--- src/rtl/alu_cmd_master.sv ---
// alu_cmd_master: bus initiator that runs one complete ALU job per accepted command.
// Writes operands, opcode and start, polls status, reads the 64-bit result, then
// clears the slave and returns {hi, lo} with a timeout flag.
module alu_cmd_master #(
    parameter int          TIMEOUT = 1024,
    parameter logic [7:0]  BASE    = 8'h30
) (
    input  logic        clk,
    input  logic        reset_n,
    input  logic        cmd_valid,
    output logic        cmd_ready,
    input  logic [31:0] cmd_a,
    input  logic [31:0] cmd_b,
    input  logic [3:0]  cmd_op,
    output logic        res_valid,
    output logic [63:0] res_data,
    output logic        res_err,
    output logic        M_sel,
    output logic        M_wr,
    output logic [7:0]  M_addr,
    output logic [31:0] M_dout,
    input  logic [31:0] M_din
);

    typedef enum logic [3:0] {
        IDLE, WR_A, WR_B, WR_OP, WR_GO, POLL_ADR, POLL_CAP,
        RD_LO_ADR, RD_LO_CAP, RD_HI_ADR, RD_HI_CAP, CLR_SET, CLR_REL, DONE
    } state_t;

    localparam int            CW       = (TIMEOUT > 1) ? $clog2(TIMEOUT) : 1;
    localparam logic [CW-1:0] POLL_MAX = CW'(TIMEOUT - 1);

    state_t        state_q, state_d;
    logic [31:0]   b_q;
    logic [3:0]    op_q;
    logic [31:0]   lo_q, hi_q;
    logic [CW-1:0] poll_q;
    logic          err_q;
    logic          res_valid_q, res_err_q;
    logic [63:0]   res_data_q;

    logic          sel_q, wr_q, sel_d, wr_d;
    logic [7:0]    addr_q, addr_d;
    logic [31:0]   dout_q, dout_d;
    logic [2:0]    off_d;

    logic          accept;
    logic          poll_last;

    // Ready is withheld while reset is asserted so nothing is accepted on the reset edge.
    assign cmd_ready = reset_n && (state_q == IDLE);
    assign accept    = cmd_valid && cmd_ready;
    assign poll_last = (poll_q == POLL_MAX);

    // State and bus registers; bus outputs are computed from the next state so they line up with it.
    always_ff @(posedge clk) begin
        if (!reset_n) begin
            state_q <= IDLE;
            sel_q   <= 1'b0;
            wr_q    <= 1'b0;
            addr_q  <= 8'h00;
            dout_q  <= 32'h0;
        end else begin
            state_q <= state_d;
            sel_q   <= sel_d;
            wr_q    <= wr_d;
            addr_q  <= addr_d;
            dout_q  <= dout_d;
        end
    end

    // Next-state: one bus cycle per state, status poll loops until done or the poll budget runs out.
    always_comb begin
        state_d = state_q;
        case (state_q)
            IDLE:      if (accept) state_d = WR_A;
            WR_A:      state_d = WR_B;
            WR_B:      state_d = WR_OP;
            WR_OP:     state_d = WR_GO;
            WR_GO:     state_d = POLL_ADR;
            POLL_ADR:  state_d = POLL_CAP;
            POLL_CAP: begin
                if (M_din[0])        state_d = RD_LO_ADR;
                else if (!poll_last) state_d = POLL_ADR;
                else                 state_d = CLR_SET;
            end
            RD_LO_ADR: state_d = RD_LO_CAP;
            RD_LO_CAP: state_d = RD_HI_ADR;
            RD_HI_ADR: state_d = RD_HI_CAP;
            RD_HI_CAP: state_d = CLR_SET;
            CLR_SET:   state_d = CLR_REL;
            CLR_REL:   state_d = DONE;
            DONE:      state_d = IDLE;
            default:   state_d = IDLE;
        endcase
    end

    // Bus cycle for the upcoming state; WR_A takes operand A straight from the port on the accept edge.
    always_comb begin
        sel_d  = 1'b0;
        wr_d   = 1'b0;
        off_d  = 3'd0;
        dout_d = 32'h0;
        case (state_d)
            WR_A:      begin sel_d = 1'b1; wr_d = 1'b1; off_d = 3'd0; dout_d = cmd_a; end
            WR_B:      begin sel_d = 1'b1; wr_d = 1'b1; off_d = 3'd1; dout_d = b_q; end
            WR_OP:     begin sel_d = 1'b1; wr_d = 1'b1; off_d = 3'd2; dout_d = {28'h0, op_q}; end
            WR_GO:     begin sel_d = 1'b1; wr_d = 1'b1; off_d = 3'd3; dout_d = 32'h1; end
            POLL_ADR,
            POLL_CAP:  begin sel_d = 1'b1; off_d = 3'd4; end
            RD_LO_ADR,
            RD_LO_CAP: begin sel_d = 1'b1; off_d = 3'd6; end
            RD_HI_ADR,
            RD_HI_CAP: begin sel_d = 1'b1; off_d = 3'd7; end
            CLR_SET:   begin sel_d = 1'b1; wr_d = 1'b1; off_d = 3'd5; dout_d = 32'h1; end
            CLR_REL:   begin sel_d = 1'b1; wr_d = 1'b1; off_d = 3'd5; dout_d = 32'h0; end
            default:   ;
        endcase
        addr_d = sel_d ? (BASE + 8'(off_d)) : 8'h00;
    end

    // Datapath: latch command, count polls, capture read data in CAP cycles, publish result in DONE.
    always_ff @(posedge clk) begin
        if (!reset_n) begin
            b_q         <= 32'h0;
            op_q        <= 4'h0;
            lo_q        <= 32'h0;
            hi_q        <= 32'h0;
            poll_q      <= '0;
            err_q       <= 1'b0;
            res_valid_q <= 1'b0;
            res_data_q  <= 64'h0;
            res_err_q   <= 1'b0;
        end else begin
            res_valid_q <= (state_d == DONE);
            if (accept) begin
                b_q    <= cmd_b;
                op_q   <= cmd_op;
                poll_q <= '0;
                err_q  <= 1'b0;
            end
            if (state_q == POLL_CAP && !M_din[0]) begin
                if (!poll_last) poll_q <= poll_q + 1'b1;
                else            err_q  <= 1'b1;
            end
            if (state_q == RD_LO_CAP) lo_q <= M_din;
            if (state_q == RD_HI_CAP) hi_q <= M_din;
            if (state_d == DONE) begin
                res_data_q <= err_q ? 64'h0 : {hi_q, lo_q};
                res_err_q  <= err_q;
            end
        end
    end

    assign M_sel     = sel_q;
    assign M_wr      = wr_q;
    assign M_addr    = addr_q;
    assign M_dout    = dout_q;
    assign res_valid = res_valid_q;
    assign res_data  = res_data_q;
    assign res_err   = res_err_q;

endmodule

--- config.mk ---
export PLATFORM = sky130hd
export DESIGN_NAME = alu_cmd_master
export DESIGN_NICKNAME = d
export VERILOG_FILES = /design/src/rtl/alu_cmd_master.sv
export SDC_FILE = /design/constraint.sdc
export NUM_CORES = 1
export LEC_CHECK = 0
export ABC_AREA = 0
export CAP_MARGIN = 20
export CORE_MARGIN = 2
export CORE_UTILIZATION = 60
export CTS_CLUSTER_DIAMETER = 30
export DETAILED_ROUTE_END_ITERATION = 16
export DONT_BUFFER_PORTS = 1
export PLACE_DENSITY = 0.76
export SYNTH_ARGS = -nofsm -noshare
export SYNTH_HDL_FRONTEND = slang
export SYNTH_SLANG_ARGS = --single-unit
--- constraint.sdc ---
create_clock -name clk -period 5.05 [get_ports clk]
set_input_delay 0.505 -clock clk [delete_from_list [all_inputs] [get_ports clk]]
set_output_delay 0.505 -clock clk [all_outputs]
set_load 0.02 [all_outputs]
* Yosys cells after proc, flatten, opt, wreduce, memory -nomap -nowiden
Index checks and enable logic that the tools add are counted.
Cells by class: multiply operators 0, bitwise operators 0, equal/unequal tests 26, $add $sub $neg 2, muxes and demuxes 15, div/mod/pow operators 0, shifts and indexed selects 0, order comparisons 0, reductions and logical operators 13
Operators by type and width (number):
- one-hot mux 32 bit (4 select lines) | 1
- two-way mux 64 bit | 1
- one-hot mux 4 bit (13 select lines) | 1
- equality test 4 bit, second input constant | 11
- equality test 4 x 3 -> 1 bit, second input constant | 8
- two-way mux 10 bit | 3
- one-hot mux 3 bit (7 select lines) | 1
- equality test 4 x 2 -> 1 bit, second input constant | 4
- two-way mux 4 bit | 3
- OR reduction 12 bit | 1
- adder 10 x 1 -> 10 bit, second input constant | 1
- equality test 10 bit, second input constant | 1
- OR reduction 2 bit | 5
- equality test 4 x 1 -> 1 bit, second input constant | 2
- adder 6 x 3 -> 7 bit, first input constant | 1
- OR reduction 6 bit | 1
- two-way mux 1 bit | 5
- zero test 4 bit | 1
- logical AND 1 bit | 3
- AND reduction 2 bit | 1
- zero test 1 bit | 1
Word-level totals: bits in read-only memories 0, memory bits (writable) 0, memories 0, bits in latches 0, flip-flop bits (word level) 223, output and inout port bits 109

* Longest topological paths before layout
word-level depth 9, gate-level depth with buffers 9, mapped depth without buffers 6

* Worst setup path after synthesis
No wires, ideal clock.
kind register -> register, start point register poll_q[0], end point register res_data_q[10], in the netlist res_data[10], cell stages (with the launch flop) 10, path buffers 3, required time 4918 ps, data arrival time 2132 ps, setup slack 2786 ps, cell sequence dfxtp_1 -> ha_1 -> nand3_1 -> or3_1 -> buf_6 -> o31a_1 -> buf_6 -> clkbuf_1 -> o31ai_1 -> a21oi_1
Between the ends: longest elaborated chain between the ends 5
RTL lines:
- from (decl) | RTL line 37 | logic [CW-1:0] poll_q;
- from (signal assigned) | RTL line 143 | if (!poll_last) poll_q <= poll_q + 1'b1;
- equality test 10 bit | RTL line 53 | assign poll_last = (poll_q == POLL_MAX);
- two-way mux 4 bit | RTL line 84 | else if (!poll_last) state_d = POLL_ADR;
- two-way mux 4 bit | RTL line 83 | if (M_din[0]) state_d = RD_LO_ADR;
- one-hot mux 4 bit (13 select lines) | RTL line 75 | case (state_q)
- equality test 4 bit | RTL line 148 | if (state_d == DONE) begin
- to (signal assigned) | RTL line 149 | res_data_q <= err_q ? 64'h0 : {hi_q, lo_q};
- to (decl) | RTL line 40 | logic [63:0] res_data_q;
Every way passes these cells. A chain may end at the register's enable or synchronous reset.

* Worst setup path after layout
start point register poll_q[0], end point register res_data_q[17], in the netlist res_data[17]
Same word-level chain as after synthesis.

==> run summary <==
Top Usage Layer GRT = met2
Via count = 7,545
GR Overflow Total = 0
HP Class = input port to flip-flop
Clock Tree Buf Depth = 3
Register area = 4390 um2
Gate power share = 9.9%
Most frequent cells in the layout = dfxtp_1 (218), nand2_1 (211), a21oi_1 (176)
Seq/Total Area, Yosys = 49.5%
Rel. slew slack = 32.7%
Reg power frac = 36.7%
Row cnt = 44
Met1 usage = 34.3%
Hold Fails Final Rpt = 0
CTS H-tree lvls = 2
Routed WL per cell = 18.6 um
# fillers = 1,107
HPWL Detailed = 13.5 mm
Switching Share = 25.9%
PD cells = 494 nW/um2
Fraction of registers with async set/reset = 0%
Crit path kind = flip-flop to flip-flop
Share of cells above drive strength 1 = 9.04%
Initial Util = 61.1%
Die area = 15,700 um2
TritonCTS clock tree = built
Sink Count = 219
P_leak = 0.00347 uW
Diode count = 0
Antenna violations before repair = 0
Clock share of power = 53.3%
Crit end category = flip-flop
RSZ-0062 raised after global routing = false
Placer Congestion = 0.832
Chip height = 125 um
Final period utilization = 62.7%
Setup TNS = 0 ps
Vias per inst = 6.11
Crit path time final = 3160 ps
Path depth of the worst reg2reg path = 7
Largest net degree at the start of global routing = 90
CP Launch Type = flip-flop
DRC viols = 0
Vias in the first global route = 7,218
Fin worst setup slack = 1890 ps
Worst Skew = 16.4 ps
Peak VDD IR = 0.293 mV
Sw power = 1300 uW
Reg2Reg Capture Point = res_data[17]
Worst hold endpoint = hi_q[14]
CP max FO = 42
Area growth from synthesis to layout = 14.7%
Status = complete, no violations
Nets = 1,128
DRT iter0 DRCs = 590
Final core occ = 70.1%
Clk slew on worst S/H paths = 50 ps
Commonest register cell after synthesis = dfxtp_1
Worst Path Required = 5470 ps
Worst reg2reg startpoint = poll_q[0]
Post-Route WL = 23.0 mm
Core box area = 14,500 um2
Root buffer cell = clkbuf_16
Post-synth EDFFs = 0
PostCTS Resize Cnt = 0
Final Slew Violations = 0
Maxcap violations = 0
Die W = 125 um
Clock latency on the worst-skew pair = 510 ps
Worst Hold Path Cells = 2
Unique masters post-synth = 48
Worst Min Path Start = M_din[14]
Worst slack at placement = 2030 ps
Router iterations before antenna repair = 4
Commonest non-fill, non-tap cell in the layout = dfxtp_1
# IOs = 212
Final ANT Viol Nets = 0
GR Util met2 = 47.1%
Multi-input logic area = 4030 um2
Measured slew at the worst slew-check pin = 1010 ps
Arr. time, crit path = 3580 ps
Endpoints failing setup = 0
Met3 global-route usage = 10.1%
Synthesized area per cell = 8.21 um2
First-pass GRT wire length = 37.0 mm
PortBufs = 0
Ys Warns = 0
Flops & latches, synth = 219
Setup Fix Bufs, Post-CTS = 0
CTS Hold Bufs = 0
Internal = 3710 uW
Worst R2R Setup Slack = 1890 ps
Num CTS Buffers = 37
GRT Resource Usage Total = 28.4%
Fmax = 316 MHz
Cells after synthesis = 1,078
Mapped cell area = 8850 um2
Yosys cell counts (2+ instances only):
| cell type | number | share of area [%] |
|---|---|---|
| nand4_1 | 67 | 4.7 |
| nand3_1 | 7 | 0.40 |
| nand2b_1 | 4 | 0.28 |
| buf_1 | 5 | 0.21 |
| nor2_1 | 49 | 2.1 |
| or4_1 | 2 | 0.17 |
| inv_1 | 3 | 0.13 |
| clkbuf_1 | 95 | 4.0 |
| dfxtp_1 | 219 | 50 |
| buf_6 | 3 | 0.38 |
| a21oi_1 | 177 | 10 |
| a2bb2oi_1 | 2 | 0.20 |
| nor3_1 | 6 | 0.34 |
| and3_1 | 3 | 0.21 |
| buf_4 | 4 | 0.34 |
| a22oi_1 | 33 | 2.8 |
| or3_1 | 5 | 0.35 |
| xnor2_1 | 2 | 0.20 |
| buf_2 | 6 | 0.34 |
| o21ai_0 | 3 | 0.17 |
| o211ai_1 | 3 | 0.25 |
| a22o_1 | 4 | 0.40 |
| o31a_1 | 2 | 0.20 |
| nor2b_1 | 71 | 5.0 |
| o311ai_0 | 2 | 0.20 |
| o31ai_1 | 66 | 5.6 |
| nor4_1 | 2 | 0.14 |
| nand2_1 | 211 | 8.9 |
| and2_1 | 3 | 0.21 |
per-layer routing:
layer	up-vias	part of all wire, %
met5	-	0
met3	40	9.8
li1	3668	-
met2	289	48
met1	3548	40
met4	0	2.0
worst max path at each step:
stage,from,to,slack (ps),cells after the start
after floorplan,poll_q[0],res_data[10],2790,9
after global placement,state_q[1],res_data[57],2120,6
after detailed placement,poll_q[0],res_data[51],2030,7
after CTS,poll_q[0],res_data[17],1940,7
after global routing,poll_q[0],res_data[17],1740,7
final,poll_q[0],res_data[17],1890,7
logic make-up (layout without fill, tap and decap cells):
kind of cell | Yosys count | after routing | share of synthesized area, %
simple gates | 434 | 434 | 23.3
other cells | 1 | 3 | 0.0424
flops | 219 | 219 | 49.5
xor+xnor | 3 | 3 | 0.297
compound gates | 303 | 303 | 21.1
buf+inv | 116 | 87 | 5.43
mux | 1 | 1 | 0.127
fa+ha+maj | 1 | 1 | 0.141
power by group through the flow:
stage	Clock, uW	Sequential [uW]	Combinational (uW)
after detailed placement	0	1880	475
after floorplan	0	1860	382
final	2670	1840	498
after global placement	0	1870	470
after CTS	2690	1840	477
after global routing	2780	1850	541
layout make-up:
cell class	count	share of cell area [%]
flip-flops and latches	219	43.2
multi-input cells	745	39.7
clock buffers	44	9.89
clock inverters	22	3.33
well taps	184	2.27
repair buffers	18	1.45
inverters	3	0.160
state kept, by name, indices dropped and copies added (netlist names):
| name | flops |
|---|---|
| b_q | 32 |
| res_data | 64 |
| state_q | 4 |
| res_valid | 1 |
| M_wr | 1 |
| poll_q | 10 |
| M_addr | 4 |
| lo_q | 32 |
| M_dout | 32 |
| res_err | 1 |
| M_sel | 1 |
| op_q | 4 |
| hi_q | 32 |
| err_q | 1 |
worst max-delay path, cell delays in order, from the launching register on:
cell and delay, ps:
dfxtp_1 360, ha_1 170, nand3_1 220, nor4_1 610, o31a_2 900, buf_4 480, o31ai_1 140, a21oi_1 200
per-stage QoR:
stage	total power [uW]	instances	hold WS, ps	cell area [um2]
after detailed placement	2350	1168	442	8790
after global routing	5160	1235	115	10200
final	5010	1235	124	10200
after CTS	5010	1234	111	10100
after floorplan	2240	1080	432	8860
after global placement	2340	1168	437	8790
Note: power is estimated with default switching activity, not from simulation.
